[config.mk]
export PLATFORM = sky130hd
export DESIGN_NAME = router_ctrl
export DESIGN_NICKNAME = d
export VERILOG_FILES = /design/src/rtl/router_ctrl.sv
export SDC_FILE = /design/constraint.sdc
export NUM_CORES = 1
export LEC_CHECK = 0
export BUFFER_PORTS_ARGS = -buffer_cell sky130_fd_sc_hd__buf_4
export CORE_ASPECT_RATIO = 0.6
export CORE_UTILIZATION = 55
export CTS_CLUSTER_SIZE = 28
export DETAILED_ROUTE_END_ITERATION = 7
export PLACE_DENSITY = 0.79
export SLEW_MARGIN = 20
export SYNTH_ARGS = -nofsm -noshare
export SYNTH_HDL_FRONTEND = slang
export SYNTH_SLANG_ARGS = --single-unit
[constraint.sdc]
create_clock -name clock -period 2.7 [get_ports clock]
set_clock_uncertainty 0.1 [all_clocks]
set_input_delay 0.675 -clock clock [delete_from_list [all_inputs] [get_ports clock]]
set_output_delay 0.675 -clock clock [all_outputs]
set_load 0.005 [all_outputs]
[src/rtl/router_ctrl.sv]
`default_nettype none
// ============================================================================
//  Module      : router_ctrl
//  Description : Sequencing controller for the 1x3 router. Decodes the header
//                address, runs the packet-load state machine, steers writes
//                into one of three destination FIFOs, and generates the
//                per-destination valid and soft-reset (read timeout) signals.
//  Revision    : 1.0 - initial release
// ----------------------------------------------------------------------------
//  Ports
//    clock          in   sole clock, rising edge
//    resetn         in   asynchronous active-low reset
//    pkt_valid      in   source packet valid
//    data_in[1:0]   in   header address, sampled in DECODE_ADDRESS
//    parity_done    in   parity byte captured (register block)
//    low_pkt_valid  in   pkt_valid fell while a FIFO was full (register block)
//    fifo_full[2:0] in   per-destination FIFO full
//    fifo_empty[2:0]in   per-destination FIFO empty
//    read_enb[2:0]  in   per-destination read enable from the sink
//    busy           out  source must hold data_in
//    detect_add, lfd_state, ld_state, laf_state, full_state, rst_int_reg
//                   out  one-hot state strobes to the register block
//    write_enb[2:0] out  one-hot FIFO write enable
//    dest_full      out  full flag of the selected destination
//    valid_out[2:0] out  per-destination data available
//    soft_reset[2:0]out  per-destination FIFO flush pulse
// ============================================================================
module router_ctrl #(
    parameter int TIMEOUT = 30
) (
    input  logic       clock,
    input  logic       resetn,
    input  logic       pkt_valid,
    input  logic [1:0] data_in,
    input  logic       parity_done,
    input  logic       low_pkt_valid,
    input  logic [2:0] fifo_full,
    input  logic [2:0] fifo_empty,
    input  logic [2:0] read_enb,
    output logic       busy,
    output logic       detect_add,
    output logic       lfd_state,
    output logic       ld_state,
    output logic       laf_state,
    output logic       full_state,
    output logic       rst_int_reg,
    output logic [2:0] write_enb,
    output logic       dest_full,
    output logic [2:0] valid_out,
    output logic [2:0] soft_reset
);

    // ------------------------------------------------------------------------
    // Constants
    // ------------------------------------------------------------------------
    localparam int c_CNT_W = $clog2(TIMEOUT);
    localparam logic [c_CNT_W-1:0] c_CNT_MAX = c_CNT_W'(TIMEOUT - 1);

    localparam logic [2:0] c_DECODE_ADDRESS     = 3'd0;
    localparam logic [2:0] c_LOAD_FIRST_DATA    = 3'd1;
    localparam logic [2:0] c_LOAD_DATA          = 3'd2;
    localparam logic [2:0] c_FIFO_FULL_STATE    = 3'd3;
    localparam logic [2:0] c_LOAD_AFTER_FULL    = 3'd4;
    localparam logic [2:0] c_LOAD_PARITY        = 3'd5;
    localparam logic [2:0] c_CHECK_PARITY_ERROR = 3'd6;
    localparam logic [2:0] c_WAIT_TILL_EMPTY    = 3'd7;

    // ------------------------------------------------------------------------
    // Signals
    // ------------------------------------------------------------------------
    logic [2:0] r_state;
    logic [2:0] w_next_state;
    logic [1:0] r_addr;

    logic       w_in_empty;    // fifo_empty selected by the incoming header
    logic       w_addr_empty;  // fifo_empty selected by the latched address
    logic       w_addr_soft;   // soft_reset selected by the latched address
    logic       w_dest_full;
    logic [2:0] w_addr_onehot;

    // ------------------------------------------------------------------------
    // Destination selection. Address 3 is not a destination, so every
    // selector returns 0 for it instead of indexing past the 3-bit vectors.
    // ------------------------------------------------------------------------
    always_comb begin
        w_in_empty = 1'b0;
        case (data_in)
            2'd0:    w_in_empty = fifo_empty[0];
            2'd1:    w_in_empty = fifo_empty[1];
            2'd2:    w_in_empty = fifo_empty[2];
            default: w_in_empty = 1'b0;
        endcase
    end

    always_comb begin
        w_addr_empty  = 1'b0;
        w_addr_soft   = 1'b0;
        w_dest_full   = 1'b0;
        w_addr_onehot = 3'b000;
        case (r_addr)
            2'd0: begin
                w_addr_empty  = fifo_empty[0];
                w_addr_soft   = soft_reset[0];
                w_dest_full   = fifo_full[0];
                w_addr_onehot = 3'b001;
            end
            2'd1: begin
                w_addr_empty  = fifo_empty[1];
                w_addr_soft   = soft_reset[1];
                w_dest_full   = fifo_full[1];
                w_addr_onehot = 3'b010;
            end
            2'd2: begin
                w_addr_empty  = fifo_empty[2];
                w_addr_soft   = soft_reset[2];
                w_dest_full   = fifo_full[2];
                w_addr_onehot = 3'b100;
            end
            default: begin
                w_addr_empty  = 1'b0;
                w_addr_soft   = 1'b0;
                w_dest_full   = 1'b0;
                w_addr_onehot = 3'b000;
            end
        endcase
    end

    assign dest_full = w_dest_full;
    assign valid_out = ~fifo_empty;

    // ------------------------------------------------------------------------
    // Header address register: follows data_in for as long as the FSM sits
    // in DECODE_ADDRESS with a valid packet, so it holds the header value
    // once the FSM leaves that state.
    // ------------------------------------------------------------------------
    always_ff @(posedge clock or negedge resetn) begin
        if (!resetn) begin
            r_addr <= 2'd0;
        end else if (r_state == c_DECODE_ADDRESS && pkt_valid) begin
            r_addr <= data_in;
        end
    end

    // ------------------------------------------------------------------------
    // Packet-load state machine
    // ------------------------------------------------------------------------
    always_comb begin
        w_next_state = r_state;
        if (r_state != c_DECODE_ADDRESS && w_addr_soft) begin
            // A flushed destination abandons the packet in any loading state.
            w_next_state = c_DECODE_ADDRESS;
        end else begin
            case (r_state)
                c_DECODE_ADDRESS: begin
                    if (pkt_valid && data_in != 2'd3) begin
                        w_next_state = w_in_empty ? c_LOAD_FIRST_DATA
                                                  : c_WAIT_TILL_EMPTY;
                    end
                end
                c_LOAD_FIRST_DATA: begin
                    w_next_state = c_LOAD_DATA;
                end
                c_LOAD_DATA: begin
                    if (w_dest_full) begin
                        w_next_state = c_FIFO_FULL_STATE;
                    end else if (!pkt_valid) begin
                        w_next_state = c_LOAD_PARITY;
                    end
                end
                c_FIFO_FULL_STATE: begin
                    if (!w_dest_full) begin
                        w_next_state = c_LOAD_AFTER_FULL;
                    end
                end
                c_LOAD_AFTER_FULL: begin
                    if (parity_done) begin
                        w_next_state = c_DECODE_ADDRESS;
                    end else if (low_pkt_valid) begin
                        w_next_state = c_LOAD_PARITY;
                    end else begin
                        w_next_state = c_LOAD_DATA;
                    end
                end
                c_LOAD_PARITY: begin
                    w_next_state = c_CHECK_PARITY_ERROR;
                end
                c_CHECK_PARITY_ERROR: begin
                    w_next_state = w_dest_full ? c_FIFO_FULL_STATE
                                               : c_DECODE_ADDRESS;
                end
                c_WAIT_TILL_EMPTY: begin
                    if (w_addr_empty) begin
                        w_next_state = c_LOAD_FIRST_DATA;
                    end
                end
                default: begin
                    w_next_state = c_DECODE_ADDRESS;
                end
            endcase
        end
    end

    always_ff @(posedge clock or negedge resetn) begin
        if (!resetn) begin
            r_state <= c_DECODE_ADDRESS;
        end else begin
            r_state <= w_next_state;
        end
    end

    // ------------------------------------------------------------------------
    // Moore outputs
    // ------------------------------------------------------------------------
    assign detect_add  = (r_state == c_DECODE_ADDRESS);
    assign lfd_state   = (r_state == c_LOAD_FIRST_DATA);
    assign ld_state    = (r_state == c_LOAD_DATA);
    assign laf_state   = (r_state == c_LOAD_AFTER_FULL);
    assign full_state  = (r_state == c_FIFO_FULL_STATE);
    assign rst_int_reg = (r_state == c_CHECK_PARITY_ERROR);

    // The source may only present new bytes while decoding or streaming.
    assign busy = !(r_state == c_DECODE_ADDRESS || r_state == c_LOAD_DATA);

    assign write_enb = (r_state == c_LOAD_DATA       ||
                        r_state == c_LOAD_PARITY     ||
                        r_state == c_LOAD_AFTER_FULL) ? w_addr_onehot : 3'b000;

    // ------------------------------------------------------------------------
    // Read timeout, one independent counter per destination. The counter
    // counts consecutive cycles in which the FIFO holds data but the sink is
    // not reading. On the TIMEOUT-th such cycle it wraps to zero and fires a
    // single-cycle soft_reset, so a persistently ignored FIFO is flushed
    // once every TIMEOUT cycles.
    // ------------------------------------------------------------------------
    for (genvar gi = 0; gi < 3; gi++) begin : g_timeout
        logic [c_CNT_W-1:0] r_cnt;
        logic               r_pulse;

        always_ff @(posedge clock or negedge resetn) begin
            if (!resetn) begin
                r_cnt   <= '0;
                r_pulse <= 1'b0;
            end else if (fifo_empty[gi] || read_enb[gi]) begin
                r_cnt   <= '0;
                r_pulse <= 1'b0;
            end else if (r_cnt == c_CNT_MAX) begin
                r_cnt   <= '0;
                r_pulse <= 1'b1;
            end else begin
                r_cnt   <= r_cnt + 1'b1;
                r_pulse <= 1'b0;
            end
        end

        assign soft_reset[gi] = r_pulse;
    end

endmodule
`default_nettype wire

-- Yosys cells after proc, flatten, opt, wreduce, memory -nomap -nowiden
Cells that the tools add are included.
- add/sub/neg operators: 3
- multiply operators: 0
- divide/modulo/power cells: 0
- $lt $le $gt $ge: 0
- equality and inequality tests: 19
- shift-type cells: 0
- multiplexer cells: 29
- bitwise gates (word level): 1
- reductions and logical operators: 15
- operators with widths (kind ; count):
    3-bit 2-to-1 mux ; 10
    5-bit 2-to-1 mux ; 6
    3-bit case mux with 8 select lines ; 1
    5-bit by 1-bit adder with 5-bit output, second input constant ; 3
    5-bit equality test, second input constant ; 3
    3-bit equality test, second input constant ; 4
    1-bit case mux with 3 select lines ; 4
    3-bit case mux with 3 select lines ; 1
    3-bit by 2-bit equality test with 1-bit output, second input constant ; 2
    1-bit logical OR ; 6
    1-bit 2-to-1 mux ; 6
    2-bit by 1-bit equality test with 1-bit output, second input constant ; 2
    2-bit equality test, second input constant ; 2
    2-bit logical NOT ; 2
    4-bit by 2-bit inequality test with 1-bit output, second input constant ; 1
    4-bit AND reduction ; 1
    3-bit by 1-bit equality test with 1-bit output, second input constant ; 1
    1-bit logical AND ; 3
    3-bit logical NOT ; 1
    3-bit by 1-bit inequality test with 1-bit output, second input constant ; 1
    3-bit by 2-bit inequality test with 1-bit output, second input constant ; 1
    3-bit inequality test, second input constant ; 1
    3-bit inverter ; 1
    3-bit nonzero test ; 1
    3 further kinds ; 3
- register bits after elaboration: 23
- bits in latches: 0
- memory bits (writable): 0
- bits in read-only memories: 0
- output and inout port bits: 17
- memories: 0

-- Logic depth before layout (Yosys ltp)
Gate-level depths: netlist of the first run.
- depth in word-level cells: 6
- depth in mapped cells: 6
- gate-level depth less buffers: 5

-- Least setup slack after synthesis of the first run
No wires, ideal clock.
- path kind: flip-flop to output port
- from: register r_state[2]
- to: output write_enb[1]
- data arrival time: 1153 ps
- setup slack: 772 ps
- cell stages (with the launch flop): 5
- buffers on the path: 1
- path through: dfrtp_1 buf_2 nor3b_1 nor2_1 nor3b_1
- word-level cells in the longest chain between the ends: 4
- elaborated cells between the ends (all ways): 6
- classes of those cells: eq/ne: 3; mux: 1; reduce/logical: 2
- RTL lines (what ; line ; text):
    from (decl) ; 71 ; logic [2:0] r_state;
    from (signal assigned) ; 205 ; r_state <= c_DECODE_ADDRESS;
    from (signal assigned) ; 207 ; r_state <= w_next_state;
    3-bit by 2-bit equality test with 1-bit output ; n/a ;
    via ld_state ; 43 ; output logic ld_state,
    1-bit logical OR ; 224 ; assign write_enb = (r_state == c_LOAD_DATA ||
    1-bit logical OR ; 225 ; r_state == c_LOAD_PARITY ||
    3-bit 2-to-1 mux ; 226 ; r_state == c_LOAD_AFTER_FULL) ? w_addr_onehot : 3'b000;
    to (decl) ; 47 ; output logic [2:0] write_enb,
The timed path passes the listed nets, and every way through them passes these cells.

-- Worst setup path after layout of the first run
- from: register r_state[1]
- to: output write_enb[1]
- word-level cells in the longest chain between the ends: 4
- elaborated cells between the ends (all ways): 6
- classes of those cells: eq/ne: 3; mux: 1; reduce/logical: 2
- RTL lines (what ; line):
    3-bit by 2-bit equality test with 1-bit output or 3-bit equality test (tied branches) ; 224, 225
    1-bit logical OR ; 224
    1-bit logical OR * ; 225
    3-bit 2-to-1 mux * ; 226
Every way passes the cells marked *; elsewhere a longest branch is shown, timed or not.

==> flow_summary.json, run 1 <==
{
  "first_pass_iters": 4,
  "cts_hold_buffers": 0,
  "hold_class": "input pin to asynchronous set/reset pin",
  "top_level_ports": 33,
  "vias": 1074,
  "synth_top_area_share_pct": 42.8,
  "areaGrowthSynthToFinish_pct": 19.7,
  "setup_tns_ns": 0,
  "critical_path_arrival_ns": 1.63,
  "fp.dieH_um": 40.3,
  "async_reset_ff_share_pct": 100,
  "clk_pin_slew_ns": 0.08,
  "synth_compound_area_share_pct": 11.2,
  "fp.dieArea_um2": 2650,
  "row_count": 13,
  "max_slew_margin_pct": 74.1,
  "critPathLaunchType": "flip-flop",
  "finalHoldViolCount": 0,
  "cts-resized-gates": 0,
  "finalMaxSlewViolations": 0,
  "setup_ws_ns": 0.299,
  "grt_first_pass_wirelength_mm": 4.31,
  "io_buffers": 32,
  "synth-xor-area-share_pct": 5.86,
  "antenna_left": 0,
  "postPlaceCellArea_um2": 1570,
  "yosys.cell_count.top_type": "nor2_1",
  "final_core_util_pct": 72.3,
  "drive_above_1_share_pct": 24.1,
  "drc_errors": 0,
  "syn_avg_cell_area_um2": 9.47,
  "initialDrtViolationCount": 65,
  "ys_seq_area_share_pct": 42.8,
  "synthSimpleGateAreaFrac_pct": 22.2,
  "insertion_delay_ns": 0.26,
  "power.density_nw_per_um2": 757,
  "max_freq_mhz": 416,
  "rsz0062_at_grt": "false",
  "nets": 193,
  "cts_setup_buffers": 0,
  "cp_data_required_time_ns": 1.92,
  "routedWlPerCell_um": 13.6,
  "post-place-ws_ns": 0.581,
  "gp_congestion": 0.783,
  "crit_type": "flip-flop to output pin",
  "ys_seq_elements": 23,
  "num-fill-cells": 153,
  "finalWirelength_mm": 2.72,
  "synth_cell_type_count": 39,
  "antenna_found_initial": 0,
  "tightest_slew_ns": 0.388,
  "yosysTopAreaCell": "dfrtp_1",
  "cp_max_fo": 10,
  "post-place-cells": 196,
  "diodes": 0,
  "cts_buffers": 3,
  "grt_usage_pct": 23.0,
  "p_leak_nw": 0.762,
  "irDropWorstVdd_v": 0.000549,
  "ys_warn_count": 0,
  "grt_pass1_vias": 883,
  "setup_viol": 0,
  "ys_top_cells_by_area": "dfrtp_1 43%, nor2_1 6.7%, ha_1 5.6%, xor2_1 3.9%, nor3_1 3.0%",
  "initial_core_util_pct": 60.4,
  "cts_root_buf": "clkbuf_8",
  "coreArea_um2": 2230,
  "synth.cell_area_um2": 1350,
  "die_w_um": 65.8,
  "cts_tree": "built",
  "overflow": 0,
  "clkSinkCount": 23,
  "htree_levels": 1,
  "synth_top_family_by_area": "simple AND/OR/NAND/NOR gates",
  "syn_nets": 164,
  "final_cell_area_um2": 1610,
  "synthAdderAreaFrac_pct": 5.58,
  "ys.flop_type": "dfrtp_1",
  "end_kind": "output pin",
  "drt-vias-per-instance": 5.37,
  "finalNonFillerCells": 200,
  "worst_hold_slack_ns": 0.188,
  "cap_viol_max_count": 0,
  "period_share_pct": 88.9,
  "grt_max_degree": 24,
  "post-route-min-period_ns": 2.40,
  "synth_edf_count": 0,
  "netlist_instances": 142,
  "finalPower_mw": 1.22,
  "ys_top_cells_by_count": "24 x nor2_1, 23 x dfrtp_1, 9 x inv_1, 8 x nor3_1, 7 x nand2_1",
  "status": "finished, final reports clean",
  "clk_path_buf_depth": 2,
  "synth_mux_area_share_pct": 4.93,
  "hpwlAfterDp_mm": 2.13
}
==> final timing paths <==
kind | startpoint | end | slack [ns] | depth (start not counted)
max | r_state[1]$_DFFE_PN0P_ | write_enb[1] | 0.30 | 4
min in group clock | g_timeout[1].r_cnt[0]$_DFF_PN0_ | g_timeout[1].r_cnt[0]$_DFF_PN0_ | 0.41 | 1
min reg2reg | g_timeout[1].r_cnt[0]$_DFF_PN0_ | g_timeout[1].r_cnt[0]$_DFF_PN0_ | 0.41 | 1
max in group asynchronous | resetn | g_timeout[1].r_pulse$_DFF_PN0_ | 2.08 | 1
min | resetn | g_timeout[0].r_cnt[2]$_DFF_PN0_ | 0.19 | 1
max reg2reg | r_addr[1]$_DFFE_PN0P_ | r_state[2]$_DFFE_PN0P_ | 1.00 | 4
==> power by group <==
part	switching [mW]	total (mW)	internal, mW
combinational	0.243	0.515	0.273
clock	0.103	0.209	0.105
sequential	0.107	0.495	0.387
total	0.453	1.22	0.765
==> per-layer routing <==
layer,track usage (%),up-vias,share of wire (%)
met1,34.7,503,50
met5,0,-,0
met2,33.9,27,44
met4,1.63,0,0.26
met3,6.25,2,5.7
li1,-,542,-
==> cell type report <==
cell class | count | area [µm²] | share of cell area, %
clock buffer | 4 | 45.0 | 2.80
inverter | 10 | 42.5 | 2.64
multi-input combinational | 101 | 669 | 41.6
sequential | 23 | 576 | 35.7
tap | 30 | 37.5 | 2.33
timing repair buffer | 32 | 240 | 14.9
==> flip-flops by register name, indices dropped and copies added, names as in the netlist <==
| signal | flops |
|---|---|
| r_addr | 2 |
| g_timeout.r_cnt | 15 |
| r_state | 3 |
| g_timeout.r_pulse | 3 |
==> critical path, cell delays in order (launching register included) <==
cell and delay (ns):
dfrtp_1 0.50, nor3b_1 0.40, nor2_1 0.13, nor3b_1 0.20, buf_4 0.14
==> cells by family after synthesis <==
kind of cell	count (synthesis)
flip-flops	23
XOR/XNOR	9
AND/OR/NAND/NOR	61
buffers and inverters	18
multiplexers	6
adder cells (fa/ha/maj)	6
AO/OA/AOI/OAI	19
==> layout by cell type (no fill, tap or decap), types with 4 or more instances in the layout <==
cell type and n:
buf_4 32, nor2_1 24, dfrtp_1 23, inv_1 9
nor3_1 8, nand2_1 7, nand3_1 6, xor2_1 6
ha_1 6, nand4_1 4
(Power assumes the default switching activity.)
==> inputs of run 2 (changes only) <==
--- a/config.mk
+++ b/config.mk
@@ -11,6 +11,7 @@
 export CTS_CLUSTER_SIZE = 28
 export DETAILED_ROUTE_END_ITERATION = 7
 export PLACE_DENSITY = 0.79
+export REMOVE_ABC_BUFFERS = 1
 export SLEW_MARGIN = 20
 export SYNTH_ARGS = -nofsm -noshare
 export SYNTH_HDL_FRONTEND = slang
==> run 2 against run 1 <==
Global-route usage grew 0.15 points; core utilization did not move; critical path depth did not move; worst setup slack got worse by 0.043 ns; clock power decreased by 2%; non-clock buffer count did not move; combinational power barely moved; fmax shrank 1.7%; routed wire length grew 3.6%.
==> flow_summary.json, run 2 (synthesis gave the netlist of run 1 again) <==
{
  "drive_above_1_share_pct": 24.1,
  "clk_path_buf_depth": 2,
  "vias": 1099,
  "cts_buffers": 3,
  "critPathLaunchType": "flip-flop",
  "finalHoldViolCount": 0,
  "initial_core_util_pct": 60.4,
  "rsz0062_at_grt": "false",
  "grt_pass1_vias": 941,
  "fp.dieArea_um2": 2650,
  "critical_path_arrival_ns": 1.67,
  "max_slew_margin_pct": 72.0,
  "mostFrequentLayoutCells": "32 x buf_4, 24 x nor2_1, 23 x dfrtp_1, 9 x inv_1, 8 x nor3_1",
  "final_cell_area_um2": 1610,
  "layout_commonest_cell": "buf_4",
  "max_freq_mhz": 409,
  "insertion_delay_ns": 0.26,
  "final_core_util_pct": 72.3,
  "die_w_um": 65.8,
  "end_kind": "output pin",
  "coreArea_um2": 2230,
  "crit_top_cell": "nor3b_1",
  "drt-vias-per-instance": 5.50,
  "hold_class": "input pin to asynchronous set/reset pin",
  "cts_root_buf": "clkbuf_8",
  "p_leak_nw": 0.762,
  "top_level_ports": 33,
  "postPlaceCellArea_um2": 1570,
  "largest_register_ffs": 15,
  "first_pass_iters": 4,
  "tightest_slew_ns": 0.419,
  "setup_tns_ns": 0,
  "cp_max_fo": 10,
  "clk_pin_slew_ns": 0.07,
  "cts_tree": "built",
  "cts_hold_buffers": 0,
  "cts_setup_buffers": 0,
  "cp_data_required_time_ns": 1.92,
  "diodes": 0,
  "irDropWorstVdd_v": 0.000460,
  "drc_errors": 0,
  "routedWlPerCell_um": 14.1,
  "cts-resized-gates": 0,
  "initialDrtViolationCount": 72,
  "regMostFlops": "g_timeout.r_cnt",
  "finalMaxSlewViolations": 0,
  "cap_viol_max_count": 0,
  "num-fill-cells": 176,
  "slowest_delay_ns": 0.51,
  "grt_usage_pct": 23.2,
  "power.density_nw_per_um2": 757,
  "io_buffers": 32,
  "setup_viol": 0,
  "finalNonFillerCells": 200,
  "areaGrowthSynthToFinish_pct": 19.7,
  "nets": 193,
  "slowest_stage": "dfrtp_1",
  "fp.dieH_um": 40.3,
  "clkSinkCount": 23,
  "overflow": 0,
  "grt_first_pass_wirelength_mm": 4.38,
  "period_share_pct": 90.5,
  "post-route-min-period_ns": 2.44,
  "row_count": 13,
  "antenna_found_initial": 0,
  "crit_type": "flip-flop to output pin",
  "crit_chain": "nor3b_1 -> nor2_1 -> nor3b_1 -> buf_4",
  "reg.largest.list": "g_timeout.r_cnt: 15 flops, g_timeout.r_pulse: 3 flops, r_state: 3 flops",
  "hpwlAfterDp_mm": 2.18,
  "post-place-cells": 196,
  "htree_levels": 1,
  "grt_max_degree": 24,
  "status": "finished, final reports clean",
  "gp_congestion": 0.781,
  "finalWirelength_mm": 2.82,
  "antenna_left": 0
}
-- run 2: through the flow --
step           total power, mW  hold WS [ns]  setup slack [ns]
6_report                  1.22         0.193             0.256
5_1_grt                   1.30         0.209             0.107
4_1_cts                   1.22         0.197             0.279
3_5_place_dp              1.01         0.388             0.587
3_3_place_gp              1.00         0.380             0.635
2_1_floorplan            0.792         0.279             0.794
-- run 2: power by group --
group          internal, mW  switching [mW]  leakage, nW
sequential            0.387           0.115        0.308
clock                 0.105          0.0990       0.0228
combinational         0.273           0.240        0.431
-- run 2: final timing paths --
kind	cells past startpoint	from	slack (ns)	endpoint
worst min-delay path	1	resetn	0.19	g_timeout[0].r_cnt[2]$_DFF_PN0_
max in group asynchronous	1	resetn	2.08	g_timeout[0].r_cnt[3]$_DFF_PN0_
worst min register to register	1	g_timeout[2].r_cnt[0]$_DFF_PN0_	0.40	g_timeout[2].r_cnt[0]$_DFF_PN0_
worst max-delay path	4	r_state[1]$_DFFE_PN0P_	0.26	write_enb[2]
min in group clock	1	g_timeout[2].r_cnt[0]$_DFF_PN0_	0.40	g_timeout[2].r_cnt[0]$_DFF_PN0_
worst max register to register	4	r_addr[1]$_DFFE_PN0P_	1.00	r_state[2]$_DFFE_PN0P_
-- run 2: layout make-up --
type / instances / area, µm² / area share (%)
Clock buffer: 4 / 45.0 / 2.80
Inverter: 10 / 42.5 / 2.64
Multi-Input combinational cell: 101 / 669 / 41.6
Sequential cell: 23 / 576 / 35.7
Tap cell: 30 / 37.5 / 2.33
Timing Repair Buffer: 32 / 240 / 14.9
-- run 2: routing by layer --
layer  wire length (µm)  part of all wire (%)  global-route usage, %  vias up
met5                  0                     0                      0        -
met4                 20                  0.71                   3.26        0
met3                123                   4.4                   6.53        2
met2               1310                    46                   36.7       28
met1               1370                    49                   32.5      524
li1                   -                     -                      -      545
-- run 2: critical path, delay by kind of cell, from the launching register on --
kind                   cells  cell delay (ns)
AND/OR/NAND/NOR            3             0.75
flip-flops                 1             0.51
buffers and inverters      1             0.15
